[config.mk]
export PLATFORM = sky130hd
export DESIGN_NAME = mem_port_arbiter
export DESIGN_NICKNAME = d
export VERILOG_FILES = /design/src/rtl/mem_port_arbiter.sv
export SDC_FILE = /design/constraint.sdc
export NUM_CORES = 1
export LEC_CHECK = 0
export BUFFER_PORTS_ARGS = -buffer_cell sky130_fd_sc_hd__buf_2
export CORE_AREA = 3 3 195 197
export CTS_BUF_LIST = sky130_fd_sc_hd__clkbuf_2
export CTS_CLUSTER_DIAMETER = 60
export CTS_CLUSTER_SIZE = 16
export DETAILED_ROUTE_END_ITERATION = 10
export DIE_AREA = 0 0 198 200
export GPL_TIMING_DRIVEN = 0
export PLACE_DENSITY = 0.59
export SKIP_CTS_REPAIR_TIMING = 1
export SLEW_MARGIN = 20
export SYNTH_ARGS = -nofsm -noshare
export SYNTH_HDL_FRONTEND = slang
export SYNTH_SLANG_ARGS = --single-unit
[constraint.sdc]
create_clock -name clk -period 1.73 [get_ports clk]
set_input_delay 0.4325 -clock clk [delete_from_list [all_inputs] [get_ports clk]]
set_output_delay 0.4325 -clock clk [all_outputs]
set_load 0.05 [all_outputs]
[src/rtl/mem_port_arbiter.sv]
// Shares one memory port between instruction fetch and load/store, one transaction at a time.
// Define MEM_ARB_FAIR_EN for alternating priority; otherwise data requests always beat fetches.
module mem_port_arbiter #(
   parameter int XLEN = 64
) (
   input  logic              clk,
   input  logic              reset,
   input  logic              if_req,
   input  logic [XLEN-1:0]   if_addr,
   input  logic              if_kill,
   output logic              if_rsp_valid,
   output logic [31:0]       if_rdata,
   input  logic              dm_req,
   input  logic              dm_we,
   input  logic [XLEN-1:0]   dm_addr,
   input  logic [XLEN-1:0]   dm_wdata,
   input  logic [XLEN/8-1:0] dm_wstrb,
   output logic              dm_rsp_valid,
   output logic [XLEN-1:0]   dm_rdata,
   output logic              stall_if,
   output logic              stall_mem,
   output logic              mem_req_valid,
   input  logic              mem_req_ready,
   output logic              mem_we,
   output logic [XLEN-1:0]   mem_addr,
   output logic [XLEN-1:0]   mem_wdata,
   output logic [XLEN/8-1:0] mem_wstrb,
   input  logic              mem_rsp_valid,
   input  logic [XLEN-1:0]   mem_rdata
);

   typedef enum logic [1:0] {S_IDLE, S_ISSUE, S_WAIT, S_RESP} state_t;
   typedef enum logic {OWN_FETCH, OWN_DATA} owner_t;

   state_t              state_q, state_d;
   owner_t              owner_q, owner_d;
   logic                killed_q, killed_d;
   logic                we_q, we_d;
   logic [XLEN-1:0]     addr_q, addr_d;
   logic [XLEN-1:0]     wdata_q, wdata_d;
   logic [XLEN/8-1:0]   wstrb_q, wstrb_d;
   logic                half_q, half_d;
   logic [XLEN-1:0]     rdata_q, rdata_d;

   logic                fetch_ok;
   logic                pick_data;
   logic                pick_fetch;
   logic                resp_fire;
   logic                unused_addr_bits;

   assign unused_addr_bits = ^if_addr[1:0];

   always_comb begin
      fetch_ok = if_req & ~if_kill;
`ifdef MEM_ARB_FAIR_EN
      // owner_q still names the previous grant while idle, so it doubles as the priority token
      pick_data = dm_req & (~fetch_ok | (owner_q == OWN_FETCH));
`else
      pick_data = dm_req;
`endif
      pick_fetch = fetch_ok & ~pick_data;
   end

   always_comb begin
      state_d  = state_q;
      owner_d  = owner_q;
      killed_d = killed_q;
      we_d     = we_q;
      addr_d   = addr_q;
      wdata_d  = wdata_q;
      wstrb_d  = wstrb_q;
      half_d   = half_q;
      rdata_d  = rdata_q;

      case (state_q)
         S_IDLE: begin
            if (pick_data) begin
               owner_d = OWN_DATA;
               we_d    = dm_we;
               addr_d  = dm_addr;
               wdata_d = dm_wdata;
               wstrb_d = dm_wstrb;
               state_d = S_ISSUE;
            end else if (pick_fetch) begin
               owner_d = OWN_FETCH;
               we_d    = 1'b0;
               addr_d  = {if_addr[XLEN-1:3], 3'b000};
               wdata_d = '0;
               wstrb_d = '0;
               half_d  = if_addr[2];
               state_d = S_ISSUE;
            end
         end
         S_ISSUE: begin
            if (mem_req_ready) begin
               state_d = S_WAIT;
            end
         end
         S_WAIT: begin
            if (mem_rsp_valid) begin
               rdata_d = mem_rdata;
               state_d = S_RESP;
            end
         end
         S_RESP: begin
            // The requester still holds its finished request this cycle, so nothing is sampled here
            killed_d = 1'b0;
            state_d  = S_IDLE;
         end
         default: begin
            state_d = S_IDLE;
         end
      endcase

      if (if_kill && (owner_q == OWN_FETCH) &&
          ((state_q == S_ISSUE) || (state_q == S_WAIT))) begin
         killed_d = 1'b1;
      end
   end

   always_ff @(posedge clk) begin
      if (reset) begin
         state_q  <= S_IDLE;
         owner_q  <= OWN_FETCH;
         killed_q <= 1'b0;
         we_q     <= 1'b0;
         addr_q   <= '0;
         wdata_q  <= '0;
         wstrb_q  <= '0;
         half_q   <= 1'b0;
         rdata_q  <= '0;
      end else begin
         state_q  <= state_d;
         owner_q  <= owner_d;
         killed_q <= killed_d;
         we_q     <= we_d;
         addr_q   <= addr_d;
         wdata_q  <= wdata_d;
         wstrb_q  <= wstrb_d;
         half_q   <= half_d;
         rdata_q  <= rdata_d;
      end
   end

   // A kill arriving in the response cycle itself must still swallow the fetch data
   assign resp_fire     = (state_q == S_RESP) & ~reset;
   assign if_rsp_valid  = resp_fire & (owner_q == OWN_FETCH) & ~killed_q & ~if_kill;
   assign dm_rsp_valid  = resp_fire & (owner_q == OWN_DATA);
   assign if_rdata      = half_q ? rdata_q[32 +: 32] : rdata_q[0 +: 32];
   assign dm_rdata      = rdata_q;

   assign mem_req_valid = (state_q == S_ISSUE) & ~reset;
   assign mem_we        = we_q;
   assign mem_addr      = addr_q;
   assign mem_wdata     = wdata_q;
   assign mem_wstrb     = wstrb_q;

   assign stall_if      = if_req & ~if_rsp_valid & ~if_kill;
   assign stall_mem     = dm_req & ~dm_rsp_valid;

endmodule

Yosys cells after proc, flatten, opt, wreduce, memory -nomap -nowiden
Index checks and enable logic that the tools add are counted.
Cells by class
  multiply operators: 0
  $lt $le $gt $ge: 0
  divide/modulo/power cells: 0
  reductions and logical operators: 10
  muxes and demuxes: 17
  add/subtract/negate cells: 0
  shifts and indexed selects: 0
  eq/ne operators: 6
  bitwise logic cells: 18
Operator list (number)
  two-way mux 64 bit: 4
  two-way mux 32 bit: 1
  two-way mux 8 bit: 2
  bitwise AND 1 bit: 11
  two-way mux 2 bit: 4
  one-hot mux 2 bit (4 select lines): 1
  NOT 1 bit: 7
  AND reduction 3 bit: 2
  two-way mux 1 bit: 5
  equality test 2 bit, second input constant: 2
  inequality test 2 bit, second input constant: 2
  AND reduction 2 bit: 2
  nonzero test 2 bit: 2
  inequality test 3 bit, second input constant: 1
  equality test 2 x 1 -> 1 bit, second input constant: 1
  logical AND 1 bit: 2
  zero test 2 bit: 1
  logical OR 1 bit: 1
Word-level totals
  word-level logic and storage cells: 60
  register bits after elaboration: 206
  bits in writable memories: 0
  ROM bits: 0
  input bits: 272
  latch bits: 0
  memories kept: 0
  output and inout port bits: 238

Depth between registers and ports, before layout
Gate-level depths: netlist of the first run.
  word-level depth: 8
  depth in mapped cells: 7
  mapped depth without buffers: 5

Worst setup path before layout of the first run
OpenSTA, ideal clock, no wires.
  path type: input to output
  start: input reset
  end: output if_rsp_valid
  data required time: 1297 ps
  path buffers: 1
  data arrival time: 2197 ps
  cell stages on the path: 3
  slack: -899 ps
  path through: buf_2 nand2b_1 nor4_1
Between the ends
  longest elaborated chain between the ends: 5
RTL lines
  start, declared: RTL line 7  | input logic reset,
  NOT 1 bit: RTL line 146  | assign resp_fire = (state_q == S_RESP) & ~reset;
  bitwise AND 1 bit: RTL line 146
  bitwise AND 1 bit (3 in a row): RTL line 147  | assign if_rsp_valid = resp_fire & (owner_q == OWN_FETCH) & ~killed_q & ~if_kill;
  end, declared: RTL line 11  | output logic if_rsp_valid,
No other way between the ends.

Final worst setup path of the first run
  start: register half_q
  end: output if_rdata[26]
Between the ends
  longest elaborated chain between the ends: 1
RTL lines
  start, declared: RTL line 42  | logic half_q, half_d;
  start signal, assigned: RTL line 140  | half_q <= half_d;
  two-way mux 32 bit: RTL line 149  | assign if_rdata = half_q ? rdata_q[32 +: 32] : rdata_q[0 +: 32];
  end, declared: RTL line 12  | output logic [31:0] if_rdata,
No other way between the ends.

==> results_tabular.tex, run 1 <==
\begin{tabular}{lr}
\hline
Metric & Value \\
\hline
\multicolumn{2}{l}{\textbf{Power and ir drop}} \\
Cell leakage power & 8.03 nW \\
Peak supply drop & 684 uV \\
Power density cells & 1180 mW/mm2 \\
\multicolumn{2}{l}{\textbf{Detailed routing}} \\
Drt first-iter violations & 422 \\
Routed via count divided by cell count & 4.75 \\
Number of detailed-routing iterations run before antenna repair & 5 \\
Detailed-route wire length per cell & 19.6 um \\
Number of nets with antenna violations after detailed routing & 0 \\
Remaining design rule violation count & 0 \\
DRT Wirelength & 45800 um \\
Routed vias & 11100 \\
\multicolumn{2}{l}{\textbf{Worst setup path}} \\
Worst path required time & 1.30 ns \\
Crit path kind & flop to primary output \\
Type of destination of the critical path & primary output \\
Critical-path cell list & buf\_8 > mux2\_2 > buf\_6 \\
CP arrival & 2.00 ns \\
Delay of the slowest cell on the worst path & 0.49 ns \\
CP max stage cell & dfxtp\_4 \\
Depth of the worst register-to-register path & 8 \\
Largest fanout on the critical path & 10 \\
CP Launch Type & flop \\
\multicolumn{2}{l}{\textbf{STA}} \\
Upper clock frequency limit & 411 MHz \\
Max transition margin & 45.6\% \\
Setup repair after global routing missed its margin & true \\
Transition time at the pin with the least slew margin & 0.817 ns \\
Clock skew & 0.0806 ns \\
Final Setup Violations & 238 \\
Final Cycle Share & 141\% \\
Hold slack & -0.0247 ns \\
Final Hold Vio Count & 1 \\
Clock period minus worst slack & 2.43 ns \\
Max-slew violations & 0 \\
Setup slack of the critical path after layout & -0.703 ns \\
\multicolumn{2}{l}{\textbf{Synthesis}} \\
Share of async-settable or async-resettable flops after synthesis & 0\% \\
Mean post-synth cell area & 9.15 um2 \\
Distinct cells, synth & 30 \\
Cell taking the most area after synthesis & dfxtp\_1 \\
Syn\_nets & 1309 \\
Share of the synthesized area in the top cell type & 43.6\% \\
Post-synthesis cell count & 1033 \\
Number of synthesized register bits & 206 \\
Number of warnings printed during yosys synthesis & 0 \\
Post-Synthesis Cell Area & 0.00945 mm2 \\
Most used flip-flop cell after synthesis & dfxtp\_1 \\
Proportion of synthesized chip area in sequential cells & 43.6\% \\
Ranking of synthesized cells by area & dfxtp\_1 (44\%), mux2\_2 (11\%), mux2i\_1 (6.9\%) \\
Number of flops mapped to enable cells by yosys & 0 \\
\multicolumn{2}{l}{\textbf{Finish}} \\
Area Growth Syn to Fin & 96.3\% \\
Total of fill cells in the finished design & 3019 \\
\# nets final & 2130 \\
Final standard cell area without fillers & 0.0186 mm2 \\
Fraction of final layout cells sized beyond drive strength 1 & 51.4\% \\
\multicolumn{2}{l}{\textbf{Global routing}} \\
Global route overflow & 0 \\
Antenna violations before repair & 3 \\
Total routing usage reported by global routing & 17.0\% \\
Via count of the first global-routing pass & 9276 \\
Wire length of the first global-routing pass & 53100 um \\
Largest net degree at the start of global routing & 17 \\
\multicolumn{2}{l}{\textbf{Clock network}} \\
TritonCTS clock tree & yes \\
Clock buffer count from CTS & 21 \\
Number of buffers on the longest clock path & 3 \\
Clock latency on the worst-skew pair & 0.89 ns \\
CTS Root Cell & clkbuf\_2 \\
Number of sinks driven by the clock tree & 206 \\
Clock-pin transition on the worst setup and hold timing paths & 0.26 ns \\
Clock H-tree levels & 1 \\
\multicolumn{2}{l}{\textbf{Place}} \\
Number of port buffers & 505 \\
DPL Wire Length & 29000 um \\
Placement Cell Area & 0.0126 mm2 \\
Last weighted congestion value of the routability-driven placer & 0.908 \\
\multicolumn{2}{l}{\textbf{Floorplanning}} \\
Total number of placement rows & 70 \\
Initial standard-cell utilization of the core & 25.9\% \\
Height of the die & 200 um \\
Die outline area & 0.0396 mm2 \\
IO Pins & 510 \\
Die X & 198 um \\
Area of the core region & 0.0364 mm2 \\
\multicolumn{2}{l}{\textbf{Run}} \\
Max Cap Viol & 0 \\
\multicolumn{2}{l}{\textbf{Min path}} \\
Number of instances on the worst hold path & 4 \\
Path category of the worst min-delay check & input port to flop \\
\multicolumn{2}{l}{\textbf{Status}} \\
Run status & complete, but fails checks \\
Violations in the final reports & hold timing, setup timing \\
\hline
\end{tabular}
-- cells in the mapped netlist (all sizes together), types with 47 or more instances --
| library cell | number |
|---|---|
| nand2b | 82 |
| mux2i | 65 |
| dfxtp | 206 |
| nand4b | 73 |
| o21ai | 75 |
| nor2b | 65 |
| a21oi | 66 |
| buf | 47 |
| nor2 | 64 |
| clkbuf | 47 |
| mux2 | 93 |
| nand2 | 132 |
-- sequential cells by signal, indices dropped and copies added, names as in the netlist --
| register | count |
|---|---|
| mem_addr | 64 |
| half_q | 1 |
| dm_rdata | 64 |
| mem_wstrb | 8 |
| mem_we | 1 |
| owner_q | 1 |
| mem_wdata | 64 |
| state_q | 2 |
| killed_q | 1 |
-- cell usage in the layout (no fill, tap or decap), drive strengths merged, types with 5 or more instances in the layout --
cell and n:
o21ai 76, dlygate4sd3 251, a21oi 66, nor2 64, nand4b 73, inv 9, diode 5, dfxtp 206
nor2b 65, nand2 132, clkbuf 71, buf 590, mux2i 65, nand2b 82, mux2 93
-- metrics by stage --
stage          power [mW]  setup slack, ns  cells  setup TNS, ns  util (%)
2_1_floorplan        12.4          -0.0620   1033        -0.0620         -
3_3_place_gp         14.8           -0.736   2006         -41.32      34.6
3_5_place_dp         14.8           -0.750   2006         -45.73      34.6
4_1_cts              17.7            -1.26   2042        -121.77      35.4
5_1_grt              22.8           -0.781   2336         -68.34      50.9
6_report             21.9           -0.703   2340         -47.50      50.9
-- where the power goes --
group | switching, mW | total [mW] | internal (mW)
clock | 1.90 | 2.79 | 0.886
sequential | 0.961 | 6.85 | 5.89
combinational | 6.75 | 12.3 | 5.51
total | 9.62 | 21.9 | 12.3
-- area by class of cell --
class | count | area (um2) | share of cell area, %
repair buffers | 799 | 7560 | 40.7
inverters | 4 | 22.5 | 0.121
well taps | 468 | 586 | 3.15
flip-flops and latches | 206 | 4450 | 24.0
diodes | 5 | 12.5 | 0.0674
multi-input cells | 730 | 5010 | 27.0
clock buffers | 21 | 105 | 0.566
plain buffers | 92 | 631 | 3.40
clock inverters | 15 | 183 | 0.984
-- worst max-delay path, delay by kind of cell (launching register included) --
kind / cells / cell delay [ns]
buffers and inverters: 2 / 0.32
muxes: 1 / 0.37
DFF: 1 / 0.49
-- cells by family (layout without fill, tap and decap cells) --
kind of cell / count (synthesis) / count (layout) / synth area share [%]
other: 0 / 5 / 0
AOI/OAI and AO/OA: 146 / 147 / 7.94
adders and majority gates: 4 / 4 / 0.529
DFF: 206 / 206 / 43.6
and+or+nand+nor: 421 / 421 / 24.7
muxes: 158 / 158 / 18.0
buffers and inverters: 98 / 931 / 5.29
-- routing by layer --
| layer | track usage (%) | vias up | part of all wire, % | wire (um) |
|---|---|---|---|---|
| met5 | 0 | - | 0 | 0 |
| met2 | 30.3 | 540 | 51 | 23300 |
| li1 | - | 5175 | - | - |
| met4 | 6.61 | 0 | 5.6 | 2570 |
| met3 | 3.24 | 147 | 7.0 | 3210 |
| met1 | 20.5 | 5252 | 36 | 16700 |
-- final timing paths --
kind,startpoint,to,slack (ns)
max reg2reg,state_q[0]$_SDFFE_PP0P_,mem_addr[3]$_SDFFE_PP0P_,0.04
min reg2reg,dm_rdata[41]$_SDFFE_PP0P_,dm_rdata[41]$_SDFFE_PP0P_,0.49
max,half_q$_SDFFE_PP0P_,if_rdata[26],-0.70
min,dm_addr[45],mem_addr[45]$_SDFFE_PP0P_,-0.02
Note: power is estimated with default switching activity, not from simulation.
==> run 2: changes to the inputs <==
==> config.mk (replaced) <==
export PLATFORM = sky130hd
export DESIGN_NAME = mem_port_arbiter
export DESIGN_NICKNAME = d
export VERILOG_FILES = /design/src/rtl/mem_port_arbiter.sv
export SDC_FILE = /design/constraint.sdc
export NUM_CORES = 1
export LEC_CHECK = 0
export CORE_AREA = 3 3 198 200
export CTS_BUF_LIST = sky130_fd_sc_hd__clkbuf_2
export CTS_CLUSTER_DIAMETER = 60
export CTS_CLUSTER_SIZE = 16
export DETAILED_ROUTE_END_ITERATION = 10
export DIE_AREA = 0 0 201 203
export DONT_BUFFER_PORTS = 1
export GPL_TIMING_DRIVEN = 0
export PLACE_DENSITY = 0.46
export SLEW_MARGIN = 20
export SYNTH_ARGS = -nofsm -noshare
export SYNTH_HDL_FRONTEND = slang
export SYNTH_SLANG_ARGS = --single-unit
==> run 2 against run 1 <==
Compared with the run above: the run ends with setup timing left; hold slack better by 0.22 ns; critical path type unchanged; count of clock-buffer cells in the layout up 4; largest cell class is now multi-input gates; sequential power up 46%; clock power up 9.3%.
==> results_tabular.tex, run 2 (synthesis results as in run 1) <==
\begin{tabular}{lr}
\hline
Metric & Value \\
\hline
\multicolumn{2}{l}{\textbf{Status}} \\
Run status & complete, but fails checks (unchanged) \\
Violations in the final reports & setup timing (was hold timing, setup timing) \\
\multicolumn{2}{l}{\textbf{Global routing}} \\
Largest net degree at the start of global routing & 16 (was 17) \\
Antenna violations before repair & 3 (unchanged) \\
Global route overflow & 0 (unchanged) \\
Wire length of the first global-routing pass & 58500 um (was 53100 um) \\
Total routing usage reported by global routing & 18.2\% (was 17.0\%) \\
Via count of the first global-routing pass & 9636 (was 9276) \\
\multicolumn{2}{l}{\textbf{Finish}} \\
Leading cell types in the layout, fill and taps excluded & dlygate4sd3\_1 (267), dfxtp\_4 (202), nand2\_1 (131) (was buf\_2 (287), dlygate4sd3\_1 (251), dfxtp\_2 (177)) \\
Share of the core filled with cells & 38.9\% (was 50.9\%) \\
Total of fill cells in the finished design & 3669 (was 3019) \\
Area Growth Syn to Fin & 54.4\% (was 96.3\%) \\
Fraction of final layout cells sized beyond drive strength 1 & 31.7\% (was 51.4\%) \\
Most common library cell in the layout ignoring fill and taps & dlygate4sd3\_1 (was buf\_2) \\
\# nets final & 1622 (was 2130) \\
\multicolumn{2}{l}{\textbf{Power and ir drop}} \\
Power dissipated by switching net loads & 8.72 mW (was 9.62 mW) \\
Clock share of power & 16.1\% (was 12.7\%) \\
Switching part of the total & 46.2\% (was 43.9\%) \\
Portion of total power attributed to combinational logic & 30.9\% (was 56.0\%) \\
Sequential cell fraction of total power & 53.0\% (was 31.3\%) \\
Cell leakage power & 5.39 nW (was 8.03 nW) \\
Peak supply drop & 832 uV (was 684 uV) \\
Power after layout & 18.9 mW (was 21.9 mW) \\
Internal power & 10.1 mW (was 12.3 mW) \\
Power density cells & 1290 mW/mm2 (was 1180 mW/mm2) \\
\multicolumn{2}{l}{\textbf{Place}} \\
Number of port buffers & 0 (was 505) \\
DPL Wire Length & 27500 um (was 29000 um) \\
Last weighted congestion value of the routability-driven placer & 0.841 (was 0.908) \\
\multicolumn{2}{l}{\textbf{Clock network}} \\
Clock buffer count from CTS & 22 (was 21) \\
TritonCTS clock tree & yes (unchanged) \\
Clock latency on the worst-skew pair & 0.87 ns (was 0.89 ns) \\
Clock-pin transition on the worst setup and hold timing paths & 0.26 ns (about the same) \\
CTS Root Cell & clkbuf\_2 (unchanged) \\
Number of buffers on the longest clock path & 3 (unchanged) \\
Number of sinks driven by the clock tree & 206 (unchanged) \\
Clock H-tree levels & 1 (unchanged) \\
\multicolumn{2}{l}{\textbf{STA}} \\
Final Hold Vio Count & 0 (was 1) \\
Setup slack of the critical path after layout & -0.777 ns (was -0.703 ns) \\
Max transition margin & 45.6\% (about the same) \\
Hold slack & 0.194 ns (was -0.0247 ns) \\
Clock skew & 0.0729 ns (was 0.0806 ns) \\
Setup repair after global routing missed its margin & true (unchanged) \\
Final Cycle Share & 145\% (was 141\%) \\
Clock period minus worst slack & 2.51 ns (was 2.43 ns) \\
Max-slew violations & 0 (unchanged) \\
Final Setup Violations & 240 (was 238) \\
Upper clock frequency limit & 399 MHz (was 411 MHz) \\
Transition time at the pin with the least slew margin & 0.809 ns (was 0.817 ns) \\
\multicolumn{2}{l}{\textbf{Floorplanning}} \\
Area of the core region & 0.0376 mm2 (was 0.0364 mm2) \\
Initial standard-cell utilization of the core & 25.2\% (was 25.9\%) \\
Total number of placement rows & 71 (was 70) \\
Die X & 201 um (was 198 um) \\
Die outline area & 0.0408 mm2 (was 0.0396 mm2) \\
IO Pins & 510 (unchanged) \\
Height of the die & 203 um (was 200 um) \\
\multicolumn{2}{l}{\textbf{Worst setup path}} \\
Type of destination of the critical path & primary output (unchanged) \\
CP Launch Type & flop (unchanged) \\
Crit path kind & flop to primary output (unchanged) \\
CP arrival & 2.07 ns (was 2.00 ns) \\
Largest fanout on the critical path & 3 (was 10) \\
Worst path required time & 1.30 ns (about the same) \\
\multicolumn{2}{l}{\textbf{Detailed routing}} \\
DRT Wirelength & 39500 um (was 45800 um) \\
Drt first-iter violations & 398 (was 422) \\
Routed vias & 8919 (was 11100) \\
Routed via count divided by cell count & 4.76 (was 4.75) \\
Number of detailed-routing iterations run before antenna repair & 5 (unchanged) \\
Number of nets with antenna violations after detailed routing & 0 (unchanged) \\
Remaining design rule violation count & 0 (unchanged) \\
Detailed-route wire length per cell & 21.0 um (was 19.6 um) \\
\multicolumn{2}{l}{\textbf{Min path}} \\
Path category of the worst min-delay check & input port to flop (unchanged) \\
\multicolumn{2}{l}{\textbf{Run}} \\
Max Cap Viol & 0 (unchanged) \\
\hline
\end{tabular}
## run 2: cell types whose count changed in the layout (fill, tap and decap cells not counted), moves of 3 or more
cell and delta:
dfxtp_4 +175, buf_2 -269, mux2_4 +18, buf_4 -28
buf_12 +4, dfxtp_2 -174, inv_6 -4, clkbuf_2 +3
buf_6 -69, mux2_2 -18, dlygate4sd3_1 +16, buf_8 -164
## run 2: worst paths after layout
check / endpoint / slack [ns] / cells past startpoint / startpoint
setup / recovery: if_rsp_valid / -0.78 / 3 / state_q[1]$_SDFFE_PP0P_
hold / removal: mem_we$_SDFFE_PP0P_ / 0.19 / 4 / dm_req
setup reg to reg: mem_addr[59]$_SDFFE_PP0P_ / 0 / 8 / state_q[1]$_SDFFE_PP0P_
hold reg to reg: killed_q$_SDFFE_PP0P_ / 0.56 / 2 / killed_q$_SDFFE_PP0P_
## run 2: worst max-delay path, stage by stage (launching register included)
cell and delay [ns]:
dfxtp_2 0.41, ha_4 0.15, nand2b_4 0.07, nor4_4 0.61
## run 2: metal layers
layer | vias up | GRT usage, % | share of wire, %
li1 | 4175 | - | -
met1 | 4271 | 20.4 | 38
met2 | 409 | 32.8 | 51
met3 | 64 | 4.73 | 7.4
met4 | 0 | 7.48 | 3.8
met5 | - | 0 | 0
## run 2: cell type report
cell class | count | area [um2] | share of cell area, %
antenna | 3 | 7.51 | 0.0514
tap | 511 | 639 | 4.38
inverter | 4 | 15.0 | 0.103
clock inverter | 14 | 216 | 1.48
timing repair buffer | 292 | 3050 | 20.9
multi-input combinational | 730 | 5070 | 34.7
sequential | 206 | 4890 | 33.5
buffer | 90 | 596 | 4.08
clock buffer | 25 | 125 | 0.857
## run 2: power by group through the flow
stage / logic, mW / clock network (mW) / registers, mW
2_1_floorplan: 3.18 / 0 / 9.25
3_3_place_gp: 4.10 / 0 / 9.70
3_5_place_dp: 4.13 / 0 / 9.69
4_1_cts: 5.20 / 3.19 / 10.0
5_1_grt: 6.30 / 3.35 / 10.1
6_report: 5.82 / 3.05 / 10.0
## run 2: what timing repair did
action                                  CTS  global route
hold buffers                            267             0
pin swaps                                 2             4
endpoints found under the hold margin   206             0
setup buffers                            11             8
gates resized for setup                 485            63
cloned                                    3             4
endpoints found under the setup margin  337           378
## run 2: metrics by stage
step / setup WS [ns] / area [um2] / TNS [ns] / cells
6_report: -0.777 / 14600 / -32.70 / 1875
5_1_grt: -0.929 / 14600 / -66.87 / 1875
4_1_cts: -0.980 / 14300 / -69.46 / 1863
3_5_place_dp: -0.639 / 10100 / -34.68 / 1544
3_3_place_gp: -0.665 / 10100 / -34.60 / 1544
2_1_floorplan: -0.0620 / 9500 / -0.0620 / 1033
==> run 3: changes to the inputs <==
==> constraint.sdc (replaced) <==
create_clock -name clk -period 1.73 [get_ports clk]
set_input_delay 0.4325 -clock clk [delete_from_list [all_inputs] [get_ports clk]]
set_output_delay 0.4325 -clock clk [all_outputs]
set_load 0.01 [all_outputs]
==> run 3 against run 2 <==
Compared with the run above: first-iteration DRC count decreased by 14%; setup slack improved by 0.13 ns; clock power decreased by 2%; clock skew increased by 0.0093 ns; critical path type unchanged; the flow still finishes with violations (setup timing); largest power group unchanged; critical endpoint is now if_rdata[7].
==> results_tabular.tex, run 3 (synthesis results as in run 1) <==
\begin{tabular}{lr}
\hline
Metric & Value \\
\hline
\multicolumn{2}{l}{\textbf{Status}} \\
Run status & complete, but fails checks (unchanged) \\
Violations in the final reports & setup timing (unchanged) \\
\multicolumn{2}{l}{\textbf{Worst setup path}} \\
Worst path required time & 1.30 ns (about the same) \\
Largest fanout on the critical path & 10 (was 3) \\
Startpoint of the lowest-slack register-to-register path & state\_q[0]\$\_SDFFE\_PP0P\_ (was state\_q[1]\$\_SDFFE\_PP0P\_) \\
Crit path kind & flop to primary output (unchanged) \\
Critical register-to-register path endpoint & mem\_addr[44]\$\_SDFFE\_PP0P\_ (was mem\_addr[59]\$\_SDFFE\_PP0P\_) \\
CP Launch Type & flop (unchanged) \\
CP arrival & 1.94 ns (was 2.07 ns) \\
Type of destination of the critical path & primary output (unchanged) \\
Depth of the worst register-to-register path & 9 (was 8) \\
R2R setup slack & -0.04 ns (was 0 ns) \\
\multicolumn{2}{l}{\textbf{Finish}} \\
Total of fill cells in the finished design & 3681 (was 3669) \\
Area taken by flip-flops and latches & 0.00475 mm2 (was 0.00489 mm2) \\
Leading cell types in the layout, fill and taps excluded & dlygate4sd3\_1 (267), dfxtp\_4 (148), nand2\_1 (131) (was dlygate4sd3\_1 (267), dfxtp\_4 (202), nand2\_1 (131)) \\
Area Growth Syn to Fin & 53.4\% (was 54.4\%) \\
\# nets final & 1615 (was 1622) \\
Fraction of final layout cells sized beyond drive strength 1 & 31.9\% (was 31.7\%) \\
Area of the multi-input gates & 0.00523 mm2 (was 0.00507 mm2) \\
Most common library cell in the layout ignoring fill and taps & dlygate4sd3\_1 (unchanged) \\
Share of the core filled with cells & 38.6\% (was 38.9\%) \\
\multicolumn{2}{l}{\textbf{STA}} \\
Max-slew violations & 0 (unchanged) \\
Clock period minus worst slack & 2.37 ns (was 2.51 ns) \\
Final Setup Violations & 251 (was 240) \\
Final Hold Vio Count & 0 (unchanged) \\
Setup slack of the critical path after layout & -0.644 ns (was -0.777 ns) \\
Upper clock frequency limit & 421 MHz (was 399 MHz) \\
Transition time at the pin with the least slew margin & 0.566 ns (was 0.809 ns) \\
Clock skew & 0.0822 ns (was 0.0729 ns) \\
Max transition margin & 62.3\% (was 45.6\%) \\
Final Cycle Share & 137\% (was 145\%) \\
Hold slack & 0.114 ns (was 0.194 ns) \\
Setup repair after global routing missed its margin & true (unchanged) \\
\multicolumn{2}{l}{\textbf{Detailed routing}} \\
Detailed-route wire length per cell & 21.1 um (was 21.0 um) \\
DRT Wirelength & 39600 um (was 39500 um) \\
Routed via count divided by cell count & 4.70 (was 4.76) \\
Routed vias & 8795 (was 8919) \\
Remaining design rule violation count & 0 (unchanged) \\
Drt first-iter violations & 342 (was 398) \\
Number of nets with antenna violations after detailed routing & 0 (unchanged) \\
Number of detailed-routing iterations run before antenna repair & 4 (was 5) \\
\multicolumn{2}{l}{\textbf{Power and ir drop}} \\
Clock share of power & 18.9\% (was 16.1\%) \\
Cell leakage power & 5.47 nW (was 5.39 nW) \\
Portion of total power attributed to combinational logic & 35.6\% (was 30.9\%) \\
Sequential cell fraction of total power & 45.5\% (was 53.0\%) \\
Peak supply drop & 677 uV (was 832 uV) \\
Power density cells & 1100 mW/mm2 (was 1290 mW/mm2) \\
Power dissipated by switching net loads & 6.11 mW (was 8.72 mW) \\
Switching part of the total & 38.5\% (was 46.2\%) \\
Internal power & 9.77 mW (was 10.1 mW) \\
\multicolumn{2}{l}{\textbf{Global routing}} \\
Total routing usage reported by global routing & 17.8\% (was 18.2\%) \\
Global route overflow & 0 (unchanged) \\
Via count of the first global-routing pass & 9240 (was 9636) \\
Largest net degree at the start of global routing & 20 (was 16) \\
Wire length of the first global-routing pass & 57400 um (was 58500 um) \\
Antenna violations before repair & 8 (was 3) \\
\multicolumn{2}{l}{\textbf{Place}} \\
Setup slack after placement & -0.724 ns (was -0.639 ns) \\
DPL Wire Length & 27500 um (about the same) \\
Number of port buffers & 0 (unchanged) \\
Last weighted congestion value of the routability-driven placer & 0.835 (was 0.841) \\
\multicolumn{2}{l}{\textbf{Min path}} \\
Number of instances on the worst hold path & 4 (unchanged) \\
Path category of the worst min-delay check & input port to flop (unchanged) \\
Hold worst-path end & mem\_addr[47]\$\_SDFFE\_PP0P\_ (was mem\_we\$\_SDFFE\_PP0P\_) \\
Hold path startpoint & dm\_req (unchanged) \\
\multicolumn{2}{l}{\textbf{Clock network}} \\
Clock buffer count from CTS & 24 (was 22) \\
Clock latency on the worst-skew pair & 0.97 ns (was 0.87 ns) \\
Number of buffers on the longest clock path & 3 (unchanged) \\
Number of sinks driven by the clock tree & 206 (unchanged) \\
Clock-pin transition on the worst setup and hold timing paths & 0.30 ns (was 0.26 ns) \\
Clock H-tree levels & 1 (unchanged) \\
TritonCTS clock tree & yes (unchanged) \\
CTS Root Cell & clkbuf\_2 (unchanged) \\
\multicolumn{2}{l}{\textbf{Run}} \\
Max Cap Viol & 0 (unchanged) \\
\multicolumn{2}{l}{\textbf{Floorplanning}} \\
IO Pins & 510 (unchanged) \\
Die X & 201 um (unchanged) \\
Total number of placement rows & 71 (unchanged) \\
Height of the die & 203 um (unchanged) \\
Area of the core region & 0.0376 mm2 (unchanged) \\
Initial standard-cell utilization of the core & 25.2\% (unchanged) \\
Die outline area & 0.0408 mm2 (unchanged) \\
\hline
\end{tabular}
[run 3: changes by cell type in the layout (fill, tap and decap cells not counted), sizes merged]
cell	delta
diode	+3
inv	+5
clkinv	+1
buf	-7
clkbuf	-2
clkinvlp	+1
bufinv	-3
[run 3: final cells by class]
| type | count | share of cell area, % |
|---|---|---|
| timing repair buffer | 281 | 19.8 |
| multi-input combinational | 730 | 36.1 |
| clock buffer | 25 | 0.863 |
| clock inverter | 18 | 1.52 |
| antenna | 6 | 0.104 |
| buffer | 92 | 4.32 |
| inverter | 4 | 0.121 |
| sequential | 206 | 32.8 |
| tap | 511 | 4.41 |
[run 3: metrics by stage]
step,TNS (ns),cells,area [um2],total power [mW]
finish,-34.64,1873,14500,15.9
global route,-64.30,1873,14500,16.8
CTS,-64.13,1857,13800,14.9
detailed placement,-35.24,1544,10100,10.8
global placement,-35.47,1544,10100,10.8
floorplan,0,1033,9450,9.48
[run 3: how the worst max path moves through the flow]
stage,from,end,slack (ns),cells after the start
floorplan,dm_req,stall_mem,0.03,5
global placement,reset,mem_req_valid,-0.75,4
detailed placement,reset,mem_req_valid,-0.72,4
CTS,half_q$_SDFFE_PP0P_,if_rdata[11],-0.78,2
global route,half_q$_SDFFE_PP0P_,if_rdata[7],-0.78,2
finish,half_q$_SDFFE_PP0P_,if_rdata[7],-0.64,2
[run 3: metal layers]
metal / part of all wire (%) / track usage [%] / vias to the layer above
li1: - / - / 4155
met1: 38 / 19.9 / 4177
met2: 51 / 32.5 / 386
met3: 7.4 / 5.11 / 73
met4: 3.1 / 5.95 / 4
met5: 0.061 / 0 / -
[run 3: power by group through the flow]
stage	Sequential (mW)	Clock, mW	Combinational (mW)
2_1_floorplan	6.63	0	2.86
3_3_place_gp	7.02	0	3.77
3_5_place_dp	7.02	0	3.80
4_1_cts	7.19	3.14	4.56
5_1_grt	7.34	3.32	6.13
6_report	7.23	3.00	5.65
[run 3: what timing repair did]
item                                   CTS  global route
setup endpoints to repair              428           309
gates resized for setup                354           183
cloned                                   1             5
endpoints found under the hold margin  206             0
setup buffers                            4             5
pin swaps                                2             3
hold buffers                           267             0
[run 3: worst max-delay path, stage by stage, from the launching register on]
cell and delay, ns:
dfxtp_4 0.48, buf_8 0.16, mux2_2 0.38
